## src/rtl/mem_stage_pkg.sv

```systemverilog
// Shared types for the MEM stage: FSM state encoding and the MEM/WB register payload.
package mem_stage_pkg;

  localparam int WORD_W  = 32;
  // Destination-index width carried in the MEM/WB payload; the top-level WA_W should match it.
  localparam int WB_WA_W = 4;

  typedef enum logic [0:0] {IDLE, ACCESS} mem_state_t;

  typedef struct packed {
    logic                mem_to_reg;
    logic                reg_write;
    logic [WORD_W-1:0]   read_data;
    logic [WORD_W-1:0]   aluResult;
    logic [WB_WA_W-1:0]  WA3;
    logic [WORD_W-1:0]   pc_count;
  } mem_wb_t;

endpackage

```

## src/rtl/mem_wb_reg.sv

```systemverilog
// MEM/WB pipeline register. A bubble clears only the write-back controls and holds the data fields.
module mem_wb_reg
  import mem_stage_pkg::*;
(
  input  logic    clk,
  input  logic    rst,
  input  logic    load,
  input  logic    bubble,
  input  mem_wb_t d,
  output mem_wb_t q
);

  always_ff @(posedge clk or negedge rst) begin
    if (!rst) begin
      q <= '0;
    end else if (bubble) begin
      q.reg_write  <= 1'b0;
      q.mem_to_reg <= 1'b0;
    end else if (load) begin
      q <= d;
    end
  end

endmodule

```

## src/rtl/mem_access_stage.sv

```systemverilog
// MEM stage: runs load/store over the req/ack data bus, stalls upstream until ack, owns MEM/WB.
// Optional bus timeout with sticky bus_err is enabled by defining MEM_TIMEOUT_EN.
module mem_access_stage
  import mem_stage_pkg::*;
#(
  parameter int ADDR_W         = 30,
  parameter int WA_W           = 4,
  parameter int TIMEOUT_CYCLES = 255
) (
  input  logic              clk,
  input  logic              rst,
  input  logic              mem_to_reg,
  input  logic              mem_write,
  input  logic              reg_write,
  input  logic [31:0]       pc_count,
  input  logic [31:0]       RD2,
  input  logic [31:0]       aluResult,
  input  logic [WA_W-1:0]   WA3,
  output logic              stall,
  output logic              dmem_req,
  output logic              dmem_we,
  output logic [ADDR_W-1:0] dmem_addr,
  output logic [31:0]       dmem_wdata,
  input  logic [31:0]       dmem_rdata,
  input  logic              dmem_ack,
  output logic              mem_to_reg_wb,
  output logic              reg_write_wb,
  output logic [31:0]       read_data_wb,
  output logic [31:0]       aluResult_wb,
  output logic [WA_W-1:0]   WA3_wb,
  output logic [31:0]       pc_count_wb,
  output logic              bus_err
);

  mem_state_t        state, state_nxt;
  logic              mem_op;
  logic              latch_en;
  logic              wb_load;
  logic              wb_bubble;
  logic              stall_c;
  logic              timeout;
  logic              lat_mem_to_reg;
  logic              lat_reg_write;
  logic [WORD_W-1:0] lat_alu;
  logic [WORD_W-1:0] lat_pc;
  logic [WA_W-1:0]   lat_wa3;
  mem_wb_t           wb_d;
  mem_wb_t           wb_q;

  assign mem_op = mem_to_reg | mem_write;

  always_ff @(posedge clk or negedge rst) begin
    if (!rst) begin
      state <= IDLE;
    end else begin
      state <= state_nxt;
    end
  end

  // Request and instruction fields are captured once, as the op leaves IDLE, so upstream may change after ack.
  always_ff @(posedge clk or negedge rst) begin
    if (!rst) begin
      dmem_we        <= 1'b0;
      dmem_addr      <= '0;
      dmem_wdata     <= '0;
      lat_mem_to_reg <= 1'b0;
      lat_reg_write  <= 1'b0;
      lat_alu        <= '0;
      lat_wa3        <= '0;
      lat_pc         <= '0;
    end else if (latch_en) begin
      dmem_we        <= mem_write;
      dmem_addr      <= aluResult[ADDR_W+1:2];
      dmem_wdata     <= RD2;
      lat_mem_to_reg <= mem_to_reg & ~mem_write;
      lat_reg_write  <= reg_write;
      lat_alu        <= aluResult;
      lat_wa3        <= WA3;
      lat_pc         <= pc_count;
    end
  end

  always_comb begin
    state_nxt = state;
    stall_c   = 1'b0;
    latch_en  = 1'b0;
    wb_load   = 1'b0;
    wb_bubble = 1'b0;
    wb_d      = '0;
    case (state)
      IDLE: begin
        if (mem_op) begin
          stall_c   = 1'b1;
          latch_en  = 1'b1;
          wb_bubble = 1'b1;
          state_nxt = ACCESS;
        end else begin
          wb_load         = 1'b1;
          wb_d.mem_to_reg = mem_to_reg;
          wb_d.reg_write  = reg_write;
          wb_d.aluResult  = aluResult;
          wb_d.WA3        = WB_WA_W'(WA3);
          wb_d.pc_count   = pc_count;
        end
      end
      ACCESS: begin
        if (dmem_ack) begin
          wb_load         = 1'b1;
          wb_d.mem_to_reg = lat_mem_to_reg;
          wb_d.reg_write  = lat_reg_write;
          wb_d.read_data  = dmem_we ? '0 : dmem_rdata;
          wb_d.aluResult  = lat_alu;
          wb_d.WA3        = WB_WA_W'(lat_wa3);
          wb_d.pc_count   = lat_pc;
          state_nxt       = IDLE;
        end else if (timeout) begin
          wb_bubble = 1'b1;
          state_nxt = IDLE;
        end else begin
          stall_c   = 1'b1;
          wb_bubble = 1'b1;
        end
      end
      default: state_nxt = IDLE;
    endcase
  end

  // Gated with reset so every output reads 0 while reset is held, whatever EX/MEM presents.
  assign stall    = stall_c & rst;
  assign dmem_req = (state == ACCESS);

`ifdef MEM_TIMEOUT_EN
  localparam int CNT_W = (TIMEOUT_CYCLES > 1) ? $clog2(TIMEOUT_CYCLES) : 1;

  logic [CNT_W-1:0] to_cnt;

  always_ff @(posedge clk or negedge rst) begin
    if (!rst) begin
      to_cnt <= '0;
    end else if (state == IDLE) begin
      to_cnt <= '0;
    end else if (!dmem_ack) begin
      to_cnt <= to_cnt + 1'b1;
    end
  end

  assign timeout = (state == ACCESS) && !dmem_ack && (to_cnt == CNT_W'(TIMEOUT_CYCLES - 1));

  always_ff @(posedge clk or negedge rst) begin
    if (!rst) begin
      bus_err <= 1'b0;
    end else if (timeout) begin
      bus_err <= 1'b1;
    end
  end
`else
  assign timeout = 1'b0;
  assign bus_err = 1'b0;
`endif

  mem_wb_reg u_mem_wb_reg (
    .clk    (clk),
    .rst    (rst),
    .load   (wb_load),
    .bubble (wb_bubble),
    .d      (wb_d),
    .q      (wb_q)
  );

  assign mem_to_reg_wb = wb_q.mem_to_reg;
  assign reg_write_wb  = wb_q.reg_write;
  assign read_data_wb  = wb_q.read_data;
  assign aluResult_wb  = wb_q.aluResult;
  assign WA3_wb        = WA_W'(wb_q.WA3);
  assign pc_count_wb   = wb_q.pc_count;

endmodule

```

## config.mk

```make
export PLATFORM = sky130hd
export DESIGN_NAME = mem_access_stage
export DESIGN_NICKNAME = d
export VERILOG_FILES = /design/src/rtl/mem_stage_pkg.sv /design/src/rtl/mem_wb_reg.sv /design/src/rtl/mem_access_stage.sv
export SDC_FILE = /design/constraint.sdc
export NUM_CORES = 1
export LEC_CHECK = 0
export ABC_AREA = 1
export CAP_MARGIN = 20
export CORE_ASPECT_RATIO = 0.6
export CORE_MARGIN = 3
export CORE_UTILIZATION = 50
export CTS_CLUSTER_SIZE = 8
export DETAILED_ROUTE_END_ITERATION = 10
export DONT_BUFFER_PORTS = 1
export HOLD_SLACK_MARGIN = 0.03
export PLACE_DENSITY_LB_ADDON = 0.12
export SYNTH_ARGS = -nofsm -noshare
export SYNTH_HDL_FRONTEND = slang
export SYNTH_SLANG_ARGS = --single-unit
export TNS_END_PERCENT = 100
```

## constraint.sdc

```tcl
create_clock -name clk -period 3.9 [get_ports clk]
set_clock_uncertainty 0.1 [all_clocks]
set_input_delay 0.78 -clock clk [delete_from_list [all_inputs] [get_ports clk]]
set_output_delay 0.78 -clock clk [all_outputs]
set_load 0.05 [all_outputs]
```

==> results.cfg, run 1 <==
[finish]
final_cell_mix = nand2_1 (369), nor2_1 (207), dfrtp_1 (206)
fin_nets = 1215
top_regs = u_mem_wb_reg.q: 102 flops, dmem_wdata: 32 flops, lat_pc: 32 flops
final_common_cell = nand2_1
diodes = 0
syn2layout_area_growth_pct = 6.43
regMostFlops = u_mem_wb_reg.q
fin_area_sq_um = 9650
nFillCells = 1590
drive_gt1_share_pct = 4.36
largest_reg_flops = 102
final_util_pct = 55.3

[worst_setup_path]
crit_arrival_ns = 2.28
crit_type = reg -> out
cp.required_ns = 3.02
worstSetupStartpointType = flip-flop
cpPeakStageDelay_ns = 0.82
cp_max_fo = 71
cp-end-kind = output port
path_delay_family = flip-flops
cp_cell_sequence = nand2_8 > nand2_1 > nor2_1 > buf_4
crit_buf_inv = 1
slowest_stage = dfrtp_1

[floorplan]
die_area_sq_um = 19800
die_height_um = 110
placeableCoreArea_sq_um = 17500
io_pins = 306
initial_core_util_pct = 52.0
placementRows = 37
dieWidth_um = 180

[routing]
wl_per_cell_um = 17.4
drt-initial-drc-count = 433
drtPass1Iterations = 4
drc = 0
viasPerCell = 5.17
vias = 6777
drt-total-wl_um = 22800
postRouteAntennaNets = 0

[outcome]
outcome = finished with violations
violations = negative hold slack

[sta]
period_share_pct = 80.9
maxSlewViolCount = 0
tightestPinTransition_ns = 0.858
tns_ns = 0
worst_slack_ns = 0.744
max_freq_ghz = 0.317
layout_min_cycle_time_ns = 3.16
rsz0062_at_grt = false
hold_viol = 206
max-slew-margin-rel_pct = 42.8
whs_ns = -0.125
finalSetupViolCount = 0

[flow_run]
cap_viol_max_count = 0

[yosys]
synthTopCellsByArea = dfrtp_1 (57%), nand2_1 (15%), nor2_1 (8.6%)
yosysTopAreaCell = dfrtp_1
syn_area_sq_um = 9070
ys_types = 15
synth_top_cell_area_share_pct = 56.8
synth_fp_nets = 1273
netlist_instances = 1135
synth_warnings = 0
ys_ff_latch = 206
seq_area_frac_synth_pct = 56.8
syn_area_per_cell_sq_um = 7.99

[clock_network]
cts_buffers = 29
clock_path_buffers = 3
root_buffer = clkbuf_16
cts.htree.levels = 1
clock-sinks = 206
path_clk_slew_ns = 0.05
postCtsSetupRepairBufs = 0
cts_tree = yes
clock_latency_ns = 0.52

[grt]
grt_pass1_wl_um = 35400
grtUsageTotal_pct = 22.0
globalRouteOverflowTotal = 0
antenna_found_initial = 0
first_global_vias = 6267
grt_max_degree = 208

[placement]
placed_area_sq_um = 8900
gp_congestion = 0.781
dpl_worst_slack_ns = 1.19
portBuffers = 0
dpl.hpwl_um = 14200

[power]
p_leak_nw = 4.96
p_per_area_nw_per_um2 = 744
peakVddDrop_uv = 361

[min_path]
hold_class = in -> async
-- final timing paths --
kind	from	to	slack (ns)	depth (start not counted)
min reg2reg	lat_mem_to_reg$_DFFE_PN0P_	lat_mem_to_reg$_DFFE_PN0P_	0.38	2
max reg2reg	dmem_req$_DFF_PN0_	u_mem_wb_reg.q[85]$_DFFE_PN0P_	1.25	6
min in group clk	RD2[19]	dmem_wdata[19]$_DFFE_PN0P_	0.27	2
min	rst	u_mem_wb_reg.q[81]$_DFFE_PN0P_	-0.13	0
max in group asynchronous	rst	u_mem_wb_reg.q[60]$_DFFE_PN0P_	3.36	0
max	dmem_req$_DFF_PN0_	stall	0.74	4
-- synth_stat cells --
master,n
inv_2,1
conb_1,1
inv_1,74
buf_1,6
nand3_1,101
o21ai_0,72
nor2_2,2
buf_2,38
nand2_2,1
dfrtp_1,206
nor2_1,207
buf_4,41
clkbuf_1,13
clkbuf_2,1
nand2_1,371
-- per-layer routing --
metal	track usage, %	routed length [um]
met4	4.63	428
met2	32.8	10000
met3	9.08	2510
met1	30.6	9840
met5	0	0
-- through the flow --
stage / power [mW] / cells / hold slack (ns)
after global routing: 7.53 / 1311 / -0.164
after global placement: 5.05 / 1280 / 0.369
after detailed placement: 5.08 / 1280 / 0.377
final: 7.18 / 1311 / -0.125
after floorplan: 4.91 / 1135 / 0.353
after CTS: 7.25 / 1311 / -0.160
-- kinds of logic after synthesis --
logic type / Yosys count / synth area share [%]
flip-flops: 206 / 56.8
AND/OR/NAND/NOR: 682 / 29.7
other: 1 / 0.0414
buffers and inverters: 174 / 9.44
AO/OA/AOI/OAI: 72 / 3.97
-- final cells by class --
| type | instances | area, sq um | area share, % |
|---|---|---|---|
| flip-flops and latches | 206 | 5150 | 53.4 |
| well taps | 234 | 293 | 3.03 |
| inverters | 75 | 282 | 2.92 |
| multi-input cells | 755 | 3090 | 32.0 |
| clock buffers | 30 | 739 | 7.66 |
| clock inverters | 1 | 8.76 | 0.0907 |
| repair buffers | 10 | 87.6 | 0.907 |
-- report_power, final --
group / switching (mW) / total, mW / internal (mW)
Sequential: 1.70 / 4.27 / 2.57
Clock: 0.837 / 2.15 / 1.31
Combinational: 0.486 / 0.754 / 0.268
Total: 3.03 / 7.18 / 4.15
-- what timing repair did --
action / CTS / global route
endpoints found under the hold margin: 206 / 206
setup endpoints to repair: 0 / 0
resized for setup: 0 / 0
Power figures use the tool's default switching activity.
==> inputs of run 2 (changes only) <==
==> constraint.sdc (replaced) <==
create_clock -name clk -period 2.81 [get_ports clk]
set_clock_uncertainty 0.1 [all_clocks]
set_input_delay 0.562 -clock clk [delete_from_list [all_inputs] [get_ports clk]]
set_output_delay 0.562 -clock clk [all_outputs]
set_load 0.05 [all_outputs]
==> run 2 against run 1 <==
Design area increased by 0.19%. Combinational power is 41% higher. Global-route usage shrank 0.11 points. Wire length shrank 0.75%. Count of clock-buffer cells in the layout unchanged. Die area unchanged. The run still ends with negative hold slack left.
==> results.cfg, run 2 (synthesis results as in run 1) <==
[outcome]
outcome = finished with violations
violations = negative hold slack

[worst_setup_path]
crit_top_cell = buf_4
crit_arrival_ns = 1.80
cpPeakStageDelay_ns = 0.39
cp.required_ns = 2.15
slowest_stage = dfrtp_1
cp_max_fo = 36
r2r_cells = 6
cp-end-kind = output port
cp_cell_sequence = buf_4 > nand2_8 > nand2_1 > nor2_1 > buf_4
r2r_end = u_mem_wb_reg.q[65]$_DFFE_PN0P_
crit_type = reg -> out
reg2reg_from = dmem_req$_DFF_PN0_
worstSetupStartpointType = flip-flop
reg2reg_slack_ns = 0.93

[sta]
hold_viol = 206
worst_slack_ns = 0.349
period_share_pct = 87.6
max-slew-margin-rel_pct = 24.5
maxSlewViolCount = 0
rsz0062_at_grt = false
layout_min_cycle_time_ns = 2.46
tightestPinTransition_ns = 1.13
tns_ns = 0
whs_ns = -0.352
finalSetupViolCount = 0
max_freq_ghz = 0.406

[clock_network]
cts_buffers = 29
cts.htree.levels = 1
cts_tree = yes
path_clk_slew_ns = 0.05
clock_path_buffers = 3
postCtsSetupRepairBufs = 0
clock-sinks = 206
root_buffer = clkbuf_16
clock_latency_ns = 0.51
post_cts_resized = 0

[placement]
gp_congestion = 0.778
portBuffers = 0
dpl.hpwl_um = 14000
dpl_worst_slack_ns = 0.737

[finish]
final_common_cell = nand2_1
syn2layout_area_growth_pct = 6.64
regMostFlops = u_mem_wb_reg.q
diodes = 0
top_regs = u_mem_wb_reg.q: 102 flops, dmem_wdata: 32 flops, lat_pc: 32 flops
nFillCells = 1600
largest_reg_flops = 102
fin_nets = 1217
final_cell_mix = nand2_1 (369), nor2_1 (207), dfrtp_1 (206)
drive_gt1_share_pct = 4.45
final_util_pct = 55.4

[grt]
globalRouteOverflowTotal = 0
first_global_vias = 6239
grt_pass1_wl_um = 35300
antenna_found_initial = 0
grt_max_degree = 208
grtUsageTotal_pct = 21.9

[min_path]
hold_class = in -> async

[routing]
wl_per_cell_um = 17.2
vias = 6711
postRouteAntennaNets = 0
drtPass1Iterations = 4
drt-initial-drc-count = 562
drt-total-wl_um = 22600
drc = 0
viasPerCell = 5.12

[floorplan]
io_pins = 306
die_area_sq_um = 19800
placementRows = 37
die_height_um = 110
dieWidth_um = 180
placeableCoreArea_sq_um = 17500
initial_core_util_pct = 52.0

[flow_run]
cap_viol_max_count = 0

[power]
p_leak_nw = 4.97
peakVddDrop_uv = 513
p_per_area_nw_per_um2 = 1030
==> run 2: final cells by class <==
cell class / count / area, sq um / area share (%)
clock buffer: 30 / 739 / 7.65
timing repair buffer: 12 / 115 / 1.19
tap: 234 / 293 / 3.03
multi-input combinational: 755 / 3090 / 31.9
inverter: 75 / 282 / 2.91
sequential: 206 / 5150 / 53.3
==> run 2: report_power, final <==
| group | internal, mW | total (mW) | switching (mW) |
|---|---|---|---|
| logic | 0.378 | 1.06 | 0.685 |
| registers | 3.57 | 5.92 | 2.35 |
| clock network | 1.82 | 2.98 | 1.16 |
==> run 2: critical path: cells and delay by family (launching register included) <==
kind          cells  cell delay, ns
simple gates      3            0.45
flops             1            0.39
buf+inv           2            0.43
==> run 2: worst max-delay path by stage <==
stage / start / endpoint / slack [ns]
final: dmem_req$_DFF_PN0_ / stall / 0.35
after CTS: dmem_req$_DFF_PN0_ / stall / 0.33
after floorplan: dmem_req$_DFF_PN0_ / stall / 0.28
after global placement: mem_to_reg / u_mem_wb_reg.q[35]$_DFFE_PN0P_ / 0.80
after detailed placement: mem_to_reg / u_mem_wb_reg.q[21]$_DFFE_PN0P_ / 0.74
after global routing: dmem_req$_DFF_PN0_ / stall / 0.27
==> run 2: layer usage <==
layer / part of all wire (%) / global-route usage (%) / up-vias
met2: 43 / 31.8 / 224
met3: 10 / 8.56 / 41
met1: 44 / 31.3 / 3130
met4: 2.3 / 5.30 / 0
met5: 0 / 0 / -
li1: - / - / 3316
==> run 2: metrics by stage <==
step                      instance area [sq um]  hold WS, ns  total power [mW]  instances
after detailed placement                   8930        0.171              7.06       1282
after floorplan                            9070        0.166              6.81       1135
final                                      9670       -0.352              9.97       1312
after global routing                       9670       -0.375              10.4       1312
after global placement                     8930        0.170              7.02       1282
after CTS                                  9670       -0.374              10.1       1312
